## src/rtl/uart_pack_assembler.sv

```systemverilog
// Assembles PACK_NUM received UART bytes into output pattern, freq pattern and
// control byte; publishes with a 1-cycle strobe and drops stale partial packs.
module uart_pack_assembler #(
  parameter int DATA_BIT       = 32,
  parameter int PACK_NUM       = 9,
  parameter int TIMEOUT_CYCLES = 100000,
  parameter int CNT_W          = 4
) (
  input  logic                clk,
  input  logic                rst,
  input  logic [7:0]          i_data,
  input  logic                i_rx_done_tick,
  output logic [DATA_BIT-1:0] o_output_pattern,
  output logic [DATA_BIT-1:0] o_freq_pattern,
  output logic [7:0]          o_ctrl,
  output logic                o_pack_valid,
  output logic                o_busy,
  output logic                o_timeout_tick,
  output logic [CNT_W-1:0]    o_byte_cnt
);
  localparam int NB = DATA_BIT / 8;
  localparam int TW = $clog2(TIMEOUT_CYCLES + 1);
  localparam logic [TW-1:0]    T_LAST   = TW'(TIMEOUT_CYCLES - 1);
  localparam logic [CNT_W-1:0] CNT_LAST = CNT_W'(PACK_NUM - 1);

  typedef enum logic [1:0] {IDLE, COLLECT, PUBLISH} state_t;

  state_t                   state;
  logic [PACK_NUM-1:0][7:0] shadow;
  logic [CNT_W-1:0]         cnt;
  logic [TW-1:0]            timer;

  always_ff @(posedge clk or posedge rst) begin
    if (rst) begin
      state            <= IDLE;
      shadow           <= '0;
      cnt              <= '0;
      timer            <= '0;
      o_output_pattern <= '0;
      o_freq_pattern   <= '0;
      o_ctrl           <= '0;
      o_pack_valid     <= 1'b0;
      o_timeout_tick   <= 1'b0;
    end else begin
      o_pack_valid   <= 1'b0;
      o_timeout_tick <= 1'b0;
      case (state)
        IDLE: begin
          if (i_rx_done_tick) begin
            shadow[0] <= i_data;
            cnt       <= CNT_W'(1);
            timer     <= '0;
            state     <= COLLECT;
          end
        end
        COLLECT: begin
          // a byte arriving on the last timer cycle still beats the timeout
          if (i_rx_done_tick) begin
            shadow[cnt] <= i_data;
            cnt         <= cnt + 1'b1;
            timer       <= '0;
            if (cnt == CNT_LAST) state <= PUBLISH;
          end else if (timer == T_LAST) begin
            o_timeout_tick <= 1'b1;
            cnt            <= '0;
            timer          <= '0;
            state          <= IDLE;
          end else begin
            timer <= timer + 1'b1;
          end
        end
        PUBLISH: begin
          o_pack_valid     <= 1'b1;
          o_output_pattern <= shadow[NB-1:0];
          o_freq_pattern   <= shadow[2*NB-1:NB];
          o_ctrl           <= shadow[2*NB];
          // a tick here is byte 0 of the next pack; the copy above uses the old shadow
          if (i_rx_done_tick) begin
            shadow[0] <= i_data;
            cnt       <= CNT_W'(1);
            timer     <= '0;
            state     <= COLLECT;
          end else begin
            cnt   <= '0;
            state <= IDLE;
          end
        end
        default: state <= IDLE;
      endcase
    end
  end

  assign o_busy     = (state == COLLECT);
  assign o_byte_cnt = cnt;
endmodule

```

## config.mk

```make
export PLATFORM = sky130hd
export DESIGN_NAME = uart_pack_assembler
export DESIGN_NICKNAME = d
export VERILOG_FILES = /design/src/rtl/uart_pack_assembler.sv
export SDC_FILE = /design/constraint.sdc
export NUM_CORES = 1
export LEC_CHECK = 0
export BUFFER_PORTS_ARGS = -buffer_cell sky130_fd_sc_hd__buf_2
export CORE_MARGIN = 5
export CORE_UTILIZATION = 40
export CTS_CLUSTER_SIZE = 10
export DETAILED_ROUTE_END_ITERATION = 8
export MAX_ROUTING_LAYER = met4
export SYNTH_ARGS = -nofsm -noshare
export SYNTH_HDL_FRONTEND = slang
export SYNTH_SLANG_ARGS = --single-unit
export TNS_END_PERCENT = 20
```

## constraint.sdc

```tcl
create_clock -name clk -period 13.2 [get_ports clk]
set_clock_uncertainty 0.05 [all_clocks]
set_input_delay 0 -clock clk [delete_from_list [all_inputs] [get_ports clk]]
set_output_delay 0 -clock clk [all_outputs]
set_load 0.01 [all_outputs]
```

==> metrics.csv <==
stage;metric;value;unit
outcome;outcome;finished, final reports clean;
place;post-placement cell count;754;
finish;non-filler instance count after layout;791;
setup_path;CP Data Arrival Time;3050;ps
cts;clock buffers created by TritonCTS;17;
routing;detail-routed net length per standard cell;17.36;um
cts;H-tree levels;4;
global_routing;pin count of the biggest net entering global routing;96;
global_routing;initial antenna violation count;0;
floorplanning;site row count;47;
floorplanning;width of the die;139.9;um
setup_path;worst setup slack for register-to-register paths;10370;ps
finish;share of layout cells above drive strength 1;0.4834;
worst_hold_path;Worst Hold Class;in2reg;
setup_path;data required time at the worst endpoint;13420;ps
yosys;net count after synthesis;477;
setup_path;cell family with the largest share of critical-path delay;simple AND/OR/NAND/NOR gates;
routing;count of vias placed by the detailed router;3954;
yosys;post-synthesis sequential element count;169;
finish;final layout net count;578;
yosys;area share of the largest cell type after synthesis;0.6266;
setup_path;Worst Setup Start Kind;flop;
timing;Least-Margin Pin Slew;1071;ps
finish;Synth-to-Final Area Change;19.47;%
worst_hold_path;WHS Path Cells;2;
yosys;synthesized netlist cell count;457;
job;max-cap violation count;0;
setup_path;longest individual stage delay on the worst path;880;ps
setup_path;critical path start-end classification;reg2reg;
yosys;area of the mapped netlist;6749;um2
setup_path;crit path buf inv count;1;
power;sw power;0.3266;mW
routing;number of vias per cell;4.999;
timing;setup repair after global routing missed its margin;no;
routing;Post-DRT Antenna Nets;0;
yosys;sequential element share of the synthesized area;0.6266;
timing;Hold Fails Final Rpt;0;
worst_hold_path;worst min-delay path startpoint;i_data[3];
cts;cts repair resizes;0;
routing;total length of routed wires;13730;um
power;combinational share of power;0.128;
timing;worst slew slack as a fraction of its limit;0.2863;
finish;count of inserted antenna diode cells;0;
power;switching part of the total;0.2633;
floorplanning;number of top-level pins;90;
power;VDD IR-drop max;0.09880;mV
power;Total Power Consumption;1.240;mW
finish;leading cell type in the layout, fill and taps excluded;dfrtp_1;
power;areal power density over the cells;153.8;nW/um2
timing;number of pins exceeding their max-slew limit in the final report;0;
worst_hold_path;Worst Hold Path EP;shadow[3];
place;number of I/O port buffers;89;
finish;Final Cell Area;8063;um2
setup_path;cells traversed along the worst timing path;inv_1, ha_4, or3_1, a21oi_1, nor2_1, nor2_1;
timing;number of setup violations in the final report;0;
cts;number of sinks handled by clock tree synthesis;169;
cts;Post-CTS Setup Inserts;0;
timing;Final min period;2831;ps
routing;number of iterations in the first detailed-routing pass;4;
timing;min setup slack post-route;10370;ps
cts;clock tree buffer depth;2;
power;power share of the clock group;0.382;
timing;Final period util;0.2145;
routing;# DRC;0;
yosys;Yosys Warn Count;0;
global_routing;global-route wire length before repair;22560;um
place;pre-CTS setup slack;10340;ps
cts;number of hold-repair buffers added at the cts stage;5;
yosys;mean area per synthesized cell;14.77;um2
floorplanning;Die H;139.9;um
yosys;number of enable-type register cells in the synthesized netlist;0;
power;part of the total power dissipated in sequential elements;0.490;
setup_path;CP Max Fanout;77;
global_routing;GRT overflow;0;
floorplanning;area of the core region;16580;um2
setup_path;kind of end point of the critical path;flop;
setup_path;start of the worst register-to-register path;state[0];
floorplanning;total die area;19570;um2
yosys;flip-flop cell with the highest count after synthesis;dfrtp_1;
place;sum of net half-perimeters after detailed placement;8991;um
cts;clock root buffer;clkbuf_16;
cts;CTS clock-pin slew for the worst setup and hold paths;60;ps
routing;initial drt markers;161;
global_routing;vias in the first global route;4027;
finish;most frequent cells in the layout;dfrtp_1 (169), mux2_2 (144), buf_2 (89), nand2_1 (23), clkbuf_16 (17);
timing;Total Neg Setup Slack;0;ps
yosys;leading post-synthesis cells by cell area;dfrtp_1 (63%), mux2_2 (24%), ha_1 (1.7%);
yosys;library cell occupying the most area in the post-synthesis netlist;dfrtp_1;
yosys;async set-reset flop share out of synthesis;1.000;
power;leakage power total;4.162;nW
cts;Clock Latency Late Sink;420;ps
floorplanning;initial core utilization;0.4070;
global_routing;global routing usage summed across all routing layers;0.1517;
place;final RePlAce weighted congestion;0.8027;
setup_path;cell at the slowest stage of the critical path;ha_4;
cts;clock tree from TritonCTS;built;
power;Cell Int Power;0.9138;mW
setup_path;most frequent cell on the critical path;nor2_1;
yosys;number of distinct standard cells referenced by the synthesized netlist;42;
place;cell area reported after detailed placement;7442;um2
timing;Fmax achieved;353.2;MHz
setup_path;destination of the worst register-to-register timing path;timer[9];
setup_path;Register-to-Register Path Depth;6;
state kept, by name (all words and copies together), names as in the netlist:
| register | count |
|---|---|
| o_byte_cnt | 4 |
| state | 2 |
| timer | 17 |
| o_freq_pattern | 32 |
| o_timeout_tick | 1 |
| o_pack_valid | 1 |
| shadow | 72 |
| o_output_pattern | 32 |
| o_ctrl | 8 |
final cells by class:
type / count / area [um2]
Inverter: 7 / 31.28
Clock buffer: 17 / 425.4
Multi-Input combinational cell: 268 / 2454
Tap cell: 220 / 275.3
Sequential cell: 169 / 4229
Fill cell: 1494 / 8521
Timing Repair Buffer: 95 / 503.0
Clock inverter: 15 / 145.1
per-stage QoR:
step | util | hold WS (ps)
detailed placement | 0.4488 | 193.7
global placement | 0.4488 | 181.6
global route | 0.4862 | 7.612
CTS | 0.4862 | 5.968
finish | 0.4862 | 2.725
floorplan | - | 100.6
synthesized netlist by cell type (2+ instances only):
| cell | count |
|---|---|
| xor2_1 | 9 |
| a21oi_1 | 4 |
| nor3b_1 | 4 |
| o41ai_1 | 2 |
| o21bai_1 | 2 |
| a31oi_1 | 3 |
| and4_1 | 3 |
| mux2_2 | 144 |
| nand3_1 | 10 |
| ha_1 | 9 |
| nand2b_1 | 2 |
| nor2b_1 | 2 |
| nor2_1 | 15 |
| inv_1 | 7 |
| nor4_1 | 3 |
| clkbuf_1 | 10 |
| nor3_1 | 3 |
| xnor2_1 | 2 |
| o21ai_0 | 4 |
| nand4_1 | 3 |
| nand2_1 | 23 |
| or2_2 | 2 |
| buf_2 | 3 |
| nor4b_1 | 2 |
| dfrtp_1 | 169 |
worst reg2reg max path, stage by stage (launching register included):
cell and delay (ps):
dfrtp_1 430, inv_1 160, ha_4 880, or3_1 350, a21oi_1 130, nor2_1 580
nor2_1 110
cells by family (layout without fill, tap and decap cells):
family	count (synthesis)	count (layout)	synth area share
XOR/XNOR	11	11	0.01428
adder cells (fa/ha/maj)	9	9	0.01669
flip-flops	169	169	0.6266
AND/OR/NAND/NOR	80	80	0.06378
AO/OA/AOI/OAI	23	23	0.02447
multiplexers	145	145	0.2425
buffers and inverters	20	134	0.01168
worst max path at each step:
stage	slack [ps]	depth (start not counted)	endpoint	startpoint
floorplan	8570	1	o_byte_cnt[0]	rst
global placement	10460	6	timer[15]	state[0]
detailed placement	10340	6	timer[12]	state[0]
CTS	10330	6	timer[12]	state[0]
global route	10100	6	timer[7]	state[0]
finish	10370	6	timer[9]	state[0]
layer usage:
metal,share of wire,vias up,track usage
li1,-,1832,-
met1,0.47,2048,0.2033
met2,0.46,64,0.2190
met3,0.061,10,0.05487
met4,0.010,0,0.04284
met5,0,-,-
power by group through the flow:
stage	registers (mW)	logic, mW	clock network [mW]
4_1_cts	0.608	0.161	0.488
3_5_place_dp	0.618	0.159	0
5_1_grt	0.614	0.177	0.513
2_1_floorplan	0.606	0.122	0
3_3_place_gp	0.615	0.154	0
6_report	0.608	0.159	0.474
No activity file was read; power rests on OpenSTA's default activity.
